==> src/rtl/cell_array_pkg.sv <==
// Shared types and constants for the pass-transistor cell array sequencer.
// Imported by the controller and its row decoder.
package cell_array_pkg;

    typedef enum logic [1:0] {
        IDLE  = 2'd0,
        SETUP = 2'd1,
        PULSE = 2'd2,
        HOLD  = 2'd3
    } state_t;

    localparam int ROWS_DEF  = 8;
    localparam int WIDTH_DEF = 4;

    // Phase counter must count 0..max(setup,pulse)-1; never narrower than 1 bit.
    function automatic int phase_w(input int s, input int p);
        int m;
        m = (s > p) ? s : p;
        return (m < 2) ? 1 : $clog2(m);
    endfunction

endpackage

==> src/rtl/cell_array_ctrl_row_decoder.sv <==
// Address to one-hot row strobe decoder with enable and range flag.
// Shared by the write and read strobe paths.
module row_decoder #(
    parameter int ROWS   = 8,
    parameter int ADDR_W = 3
) (
    input  logic [ADDR_W-1:0] addr,
    input  logic              en,
    output logic [ROWS-1:0]   onehot,
    output logic              oor
);

    localparam logic [ADDR_W:0] ROWS_L = (ADDR_W + 1)'(ROWS);

    assign oor = ({1'b0, addr} >= ROWS_L);

    for (genvar i = 0; i < ROWS; i++) begin : g_row
        assign onehot[i] = en && (addr == ADDR_W'(i));
    end

endmodule

==> src/rtl/cell_array_ctrl.sv <==
// Sequencer generating setup/pulse/hold strobe timing for a dynamic
// cell array, with a single valid/ready request port and registered response.
module cell_array_ctrl
    import cell_array_pkg::*;
#(
    parameter int ROWS      = ROWS_DEF,
    parameter int WIDTH     = WIDTH_DEF,
    parameter int ADDR_W    = 3,
    parameter int SETUP_CYC = 1,
    parameter int PULSE_CYC = 2
) (
    input  logic              Clk,
    input  logic              Rst_n,
    input  logic              req_valid,
    output logic              req_ready,
    input  logic              req_we,
    input  logic [ADDR_W-1:0] req_addr,
    input  logic [WIDTH-1:0]  req_wdata,
    output logic              rsp_valid,
    output logic [WIDTH-1:0]  rsp_rdata,
    output logic              rsp_err,
    output logic [ROWS-1:0]   cell_write,
    output logic [ROWS-1:0]   cell_read,
    output logic [WIDTH-1:0]  cell_data,
    input  logic [WIDTH-1:0]  cell_q
);

    localparam int PW = phase_w(SETUP_CYC, PULSE_CYC);

    state_t            state;
    logic [PW-1:0]     phase;
    logic              alive;
    logic              we_r;
    logic [ADDR_W-1:0] addr_r;
    logic [WIDTH-1:0]  wdata_r;
    logic [ROWS-1:0]   rows;
    logic              oor;
    logic              accept;
    logic              last;
    logic              sample;

    // alive keeps ready low until the first edge after reset release
    assign req_ready = alive && (state == IDLE);
    assign accept    = req_valid && req_ready;
    assign sample    = (state == PULSE) && last;

    always_comb begin
        last = 1'b0;
        unique case (state)
            SETUP:   last = (phase == PW'(SETUP_CYC - 1));
            PULSE:   last = (phase == PW'(PULSE_CYC - 1));
            HOLD:    last = 1'b1;
            default: last = 1'b0;
        endcase
    end

    always_ff @(posedge Clk or negedge Rst_n) begin
        if (!Rst_n) begin
            state   <= IDLE;
            phase   <= '0;
            alive   <= 1'b0;
            we_r    <= 1'b0;
            addr_r  <= '0;
            wdata_r <= '0;
        end else begin
            alive <= 1'b1;
            if (accept) begin
                state   <= SETUP;
                phase   <= '0;
                we_r    <= req_we;
                addr_r  <= req_addr;
                wdata_r <= req_wdata;
            end else if (state != IDLE) begin
                if (last) begin
                    phase <= '0;
                    unique case (state)
                        SETUP:   state <= PULSE;
                        PULSE:   state <= HOLD;
                        default: state <= IDLE;
                    endcase
                end else begin
                    phase <= phase + 1'b1;
                end
            end
        end
    end

    always_ff @(posedge Clk or negedge Rst_n) begin
        if (!Rst_n) begin
            rsp_valid <= 1'b0;
            rsp_rdata <= '0;
            rsp_err   <= 1'b0;
        end else begin
            rsp_valid <= sample;
            if (sample) begin
                rsp_err   <= oor;
                rsp_rdata <= (we_r || oor) ? '0 : cell_q;
            end
        end
    end

    row_decoder #(
        .ROWS   (ROWS),
        .ADDR_W (ADDR_W)
    ) u_dec (
        .addr   (addr_r),
        .en     (state == PULSE),
        .onehot (rows),
        .oor    (oor)
    );

    // Outputs decode from state so reset clears them without waiting for Clk
    assign cell_write = we_r ? rows : '0;
    assign cell_read  = we_r ? '0 : rows;
    assign cell_data  = (we_r && state != IDLE) ? wdata_r : '0;

endmodule
==> config.mk <==
export PLATFORM = sky130hd
export DESIGN_NAME = cell_array_ctrl
export DESIGN_NICKNAME = d
export VERILOG_FILES = /design/src/rtl/cell_array_pkg.sv /design/src/rtl/cell_array_ctrl_row_decoder.sv /design/src/rtl/cell_array_ctrl.sv
export SDC_FILE = /design/constraint.sdc
export NUM_CORES = 1
export LEC_CHECK = 0
export ABC_AREA = 1
export BUFFER_PORTS_ARGS = -buffer_cell sky130_fd_sc_hd__buf_2
export CAP_MARGIN = 25
export CORE_MARGIN = 8
export CORE_UTILIZATION = 42
export DETAILED_ROUTE_END_ITERATION = 10
export GPL_TIMING_DRIVEN = 0
export HOLD_SLACK_MARGIN = 0.15
export PLACE_DENSITY = 0.74
export SKIP_LAST_GASP = 1
export SLEW_MARGIN = 20
export SYNTH_ARGS = -nofsm -noshare
export SYNTH_HDL_FRONTEND = slang
export SYNTH_HIERARCHICAL = 1
export SYNTH_SLANG_ARGS = --single-unit
==> constraint.sdc <==
create_clock -name Clk -period 1.4 [get_ports Clk]
set_input_delay 0.42 -clock Clk [delete_from_list [all_inputs] [get_ports Clk]]
set_output_delay 0.42 -clock Clk [all_outputs]
set_load 0.02 [all_outputs]
# Yosys cells after proc, flatten, opt, wreduce, memory -nomap -nowiden
# Index checks and enable logic that the tools add are counted.
dict set report classes {
  add_sub_neg 1
  eq_ne 10
  n_mux 12
  bitwise 1
  n_reduce_logical 18
}
# operator n
set ops {}
lappend ops {{$mux W8} 2}
lappend ops {{$eq A3 B3 Y1 const B} 4}
lappend ops {{$logic_and A1 B1 Y1} 12}
lappend ops {{$mux W4} 2}
lappend ops {{$eq A3 B2 Y1 const B} 2}
lappend ops {{$mux W2} 3}
lappend ops {{$reduce_bool A2 Y1} 3}
lappend ops {{$eq A2 B2 Y1 const B} 2}
lappend ops {{$pmux W2 S2} 1}
lappend ops {{$eq A3 B1 Y1 const B} 1}
lappend ops {{$logic_not A3 Y1} 1}
lappend ops {{$mux W1} 3}
lappend ops {{$pmux W1 S3} 1}
lappend ops {{$eq A2 B1 Y1 const B} 1}
lappend ops {{$logic_not A2 Y1} 1}
lappend ops {{$reduce_and A2 Y1} 1}
lappend ops {{$add A1 B1 Y1 const B} 1}
lappend ops {{$not A1 Y1} 1}
dict set report word_totals {
  register_bits 17
  input_bits 15
  elab_cells 50
}

# Longest topological paths before layout
dict set report depth {
  word_depth 5
  mapped_depth 7
}

# Hierarchy
# The synthesis kept the hierarchy.
# mod instances cells_each area_each_um2 seq_area_each_um2
set modules_own_cells {}
lappend modules_own_cells {cell_array_ctrl 1 127 959.7 450.4}
lappend modules_own_cells {row_decoder 1 19 75.1 0.0}

# Worst setup path before layout
# No wires, ideal clock.
dict set report synth_path {
  path_type {register to output}
  start {register state[0]}
  end {output port cell_read[4]}
  arrival_ps 1208
  setup_slack_ps -228
  stages_incl_launch_ff 7
  path_buffers 0
  path_cell_list {dfrtp_1 inv_1 ha_1 nand2_1 nor2_1 inv_1 nor2_1}
}
dict set report synth_between {
  elab_chain_cells 3
}
# item line
set synth_rtl {}
lappend synth_rtl {{from (decl)} cell_array_ctrl.sv:30} ;# state_t state;
lappend synth_rtl {{from (signal assigned)} cell_array_ctrl.sv:59} ;# state <= IDLE;
lappend synth_rtl {{from (signal assigned)} cell_array_ctrl.sv:68} ;# state <= SETUP;
lappend synth_rtl {{from (signal assigned)} cell_array_ctrl.sv:77} ;# SETUP: state <= PULSE;
lappend synth_rtl {{$eq A2 B2 Y1} cell_array_ctrl.sv:107} ;# .en (state == PULSE),
lappend synth_rtl {{$logic_and A1 B1 Y1} cell_array_ctrl_row_decoder.sv:18} ;# assign onehot[i] = en && (addr == ADDR_W'(i));
lappend synth_rtl {{net rows[4]} cell_array_ctrl.sv:36} ;# logic [ROWS-1:0] rows;
lappend synth_rtl {{$mux W8} cell_array_ctrl.sv:114} ;# assign cell_read = we_r ? '0 : rows;
lappend synth_rtl {{to (decl)} cell_array_ctrl.sv:23} ;# output logic [ROWS-1:0] cell_read,
# The timed path passes the listed nets, and every way through them passes these cells.

# Worst setup path in the final report
dict set report layout_path {
  start {register state[0]}
  end {output port cell_data[0]}
}
dict set report layout_between {
  elab_chain_cells 3
}
# item line
set layout_rtl {}
lappend layout_rtl {{$reduce_bool A2 Y1} cell_array_ctrl.sv:115} ;# assign cell_data = (we_r && state != IDLE) ? wdata_r : '0;
lappend layout_rtl {{$logic_and A1 B1 Y1} cell_array_ctrl.sv:115}
lappend layout_rtl {{$mux W4} cell_array_ctrl.sv:115}
lappend layout_rtl {{to (decl)} cell_array_ctrl.sv:24} ;# output logic [WIDTH-1:0] cell_data,
# Every way passes these cells.

==> results.json <==
{
  "slowest_stage": "dfrtp_1",
  "synth_fa_ha_area_frac": 0.02418,
  "synth_compound_area_frac": 0.07376,
  "drt_iter0_drc": 52,
  "wl_per_cell_um": 12.43,
  "ioPinCount": 42,
  "final_util": 0.6895,
  "insertion_delay_ns": 0.29,
  "row_count": 18,
  "setup_slack_ns": -0.5136,
  "finalCritPeriodShare": 1.367,
  "drc": 0,
  "antenna_found_initial": 0,
  "htree_num_levels": 1,
  "worstSetupEndpointType": "primary output",
  "yosysWarnings": 6,
  "core_mm2": 0.002410,
  "ant_nets": 0,
  "nets": 216,
  "die_h_um": 65.64,
  "die_x_um": 65.64,
  "synth_xor_area_frac": 0,
  "synth_top_family_by_area": "simple AND/OR/NAND/NOR gates",
  "setup_viol": 21,
  "pre_cts_ws_ns": -0.2348,
  "synthFlopType": "dfrtp_1",
  "required_ns": 0.98,
  "ys_ff_latch": 18,
  "detailed_place_hpwl_um": 2089,
  "gp_congestion": 0.8070,
  "wl_um": 2835,
  "cp_slowest_stage_delay_ns": 0.41,
  "layout-drive-gt1-share": 0.5354,
  "worstPathCellList": "inv_2 -> buf_12 -> ha_4 -> inv_4 -> nand2_4 -> nor2_4 -> buf_4",
  "yosys.area_share.simple": 0.3047,
  "slew_violations": 0,
  "cts_tree": "built",
  "clock_sink_count": 18,
  "firstDrtPassIters": 4,
  "crit_path_max_fanout": 6,
  "vias": 1079,
  "yosys-top-cells-area": "dfrtp_1 44%, nand2_1 13%, inv_1 12%",
  "grt_util_all_layers": 0.1247,
  "timing.fmax_mhz": 522.6,
  "p_total_mw": 2.930,
  "syn_avg_cell_area_um2": 7.087,
  "port_buffers": 41,
  "grt_pass1_wl_um": 4367,
  "root_buffer": "clkbuf_4",
  "critical-path-top-delay-family": "buffers and inverters",
  "crit_arrival_ns": 1.49,
  "peakVddDrop_v": 0.001578,
  "cts_buffer_depth": 2,
  "yosys.area.top_type_share": 0.4353,
  "ys_seq_area_frac": 0.4353,
  "hold_class": "in2reg",
  "synth.net_count": 163,
  "rsz0062_at_grt": "true",
  "synthesis.area_mm2": 0.001035,
  "clk_pin_slew_worst_paths_ns": 0.10,
  "skew_ns": 0.001483,
  "synth_cell_types": 14,
  "violations": "negative setup slack",
  "start_util": 0.4294,
  "synthArstFlopShare": 1.000,
  "hold_viol_final": 0,
  "yosysMostFrequentCell": "nand2_1",
  "start_kind": "flip-flop",
  "muxShareOfSynthArea": 0,
  "via_per_inst": 4.732,
  "yosysTopAreaCell": "dfrtp_1",
  "synth_commonest_cells": "37 x nand2_1, 32 x inv_1, 25 x nor2_1",
  "grt_max_degree": 19,
  "fill_cells": 186,
  "die_area_mm2": 0.004308,
  "grt_pass1_vias": 1006,
  "crit_buf_inv": 4,
  "synth-edff-count": 0,
  "grt-ovfl-total": 0,
  "syn_inst": 146,
  "crit_type": "reg2out",
  "area_growth_pct": 60.58,
  "status": "finished with violations",
  "drv_cap": 0,
  "cts_inserted_buffers": 3,
  "p_leak_nw": 0.8656,
  "antenna_cells": 0,
  "min_period_ns": 1.914,
  "p_per_area_mw_per_mm2": 1763
}
[area by class of cell]
class,count,area [um2],share of cell area
flip-flops and latches,18,451.7,0.2718
inverters,32,122.6,0.07380
clock buffers,4,36.28,0.02184
multi-input cells,92,619.3,0.3727
well taps,30,37.54,0.02259
repair buffers,47,344.1,0.2071
plain buffers,5,50.05,0.03012
[cells in the final DEF, fill, tap and decap left out, types with 2 or more instances in the layout]
cell / instances
o21ai_1: 5
clkbuf_4: 3
inv_2: 16
buf_4: 19
ha_4: 2
nand3_1: 13
a21oi_2: 5
nor2_1: 5
conb_1: 2
dfrtp_1: 17
inv_1: 15
nand2_4: 3
nor2_2: 3
nor2_4: 17
buf_6: 9
buf_2: 21
nand2_1: 33
[power by group]
group | total [mW] | switching [mW] | leakage (nW) | internal (mW)
clock network | 0.324 | 0.165 | 0.0210 | 0.158
registers | 0.823 | 0.122 | 0.223 | 0.700
logic | 1.78 | 1.11 | 0.622 | 0.677
total | 2.93 | 1.39 | 0.866 | 1.54
[flip-flops by register name (all words and copies together), names as in the netlist]
name,count
rsp_rdata,4
we_r,1
rsp_err,1
state,2
wdata_r,4
alive,1
addr_r,3
rsp_valid,1
phase,1
[through the flow]
step           cells  cell area (um2)  hold slack [ns]  TNS (ns)
3_3_place_gp     217             1413           0.3640    -3.164
6_report         228             1662           0.3479    -9.918
4_1_cts          224             1563           0.3532    -9.990
3_5_place_dp     217             1413           0.3706    -3.798
2_1_floorplan    146             1170           0.1244   -0.3533
5_1_grt          228             1662           0.3619    -11.11
[repair_timing]
| item | 4_1_cts | 5_1_grt |
|---|---|---|
| gates resized for setup | 30 | 16 |
| endpoints found under the setup margin | 21 | 26 |
| gates cloned | 0 | 1 |
| endpoints found under the hold margin | 18 | 0 |
| setup buffers | 2 | 3 |
| hold buffers | 1 | 0 |
| pin swaps | 2 | 3 |
[worst register-to-register path, stage by stage, from the launching register on]
cell and delay, ns:
dfrtp_1 0.41, inv_2 0.11, buf_12 0.11, ha_4 0.19, nand3_4 0.12, buf_8 0.17
nand3_1 0.08, nand2_1 0.06
[worst paths after layout]
path                             start           end  slack (ns)  cells after the start
setup / recovery              state[0]  cell_data[0]       -0.51                      7
hold / removal             req_addr[2]     addr_r[2]        0.35                      3
setup reg to reg              state[0]      state[0]        0.04                      7
hold reg to reg                rsp_err       rsp_err        0.50                      2
max in group asynchronous        Rst_n      state[1]        0.53                      2
min in group asynchronous        Rst_n    wdata_r[2]        0.57                      2
[logic make-up (layout without fill, tap and decap cells)]
family	after synthesis	after routing
and+or+nand+nor	76	77
buffers and inverters	37	88
DFF	18	18
AOI/OAI and AO/OA	11	11
adders and majority gates	2	2
other	2	2
[layer usage]
layer | vias to the layer above | part of all wire | GRT usage
li1 | 545 | - | -
met1 | 497 | 0.40 | 0.1354
met2 | 33 | 0.52 | 0.2302
met3 | 4 | 0.069 | 0.03061
met4 | 0 | 0.0081 | 0.03815
met5 | - | 0 | 0
No activity file was read; power rests on OpenSTA's default activity.
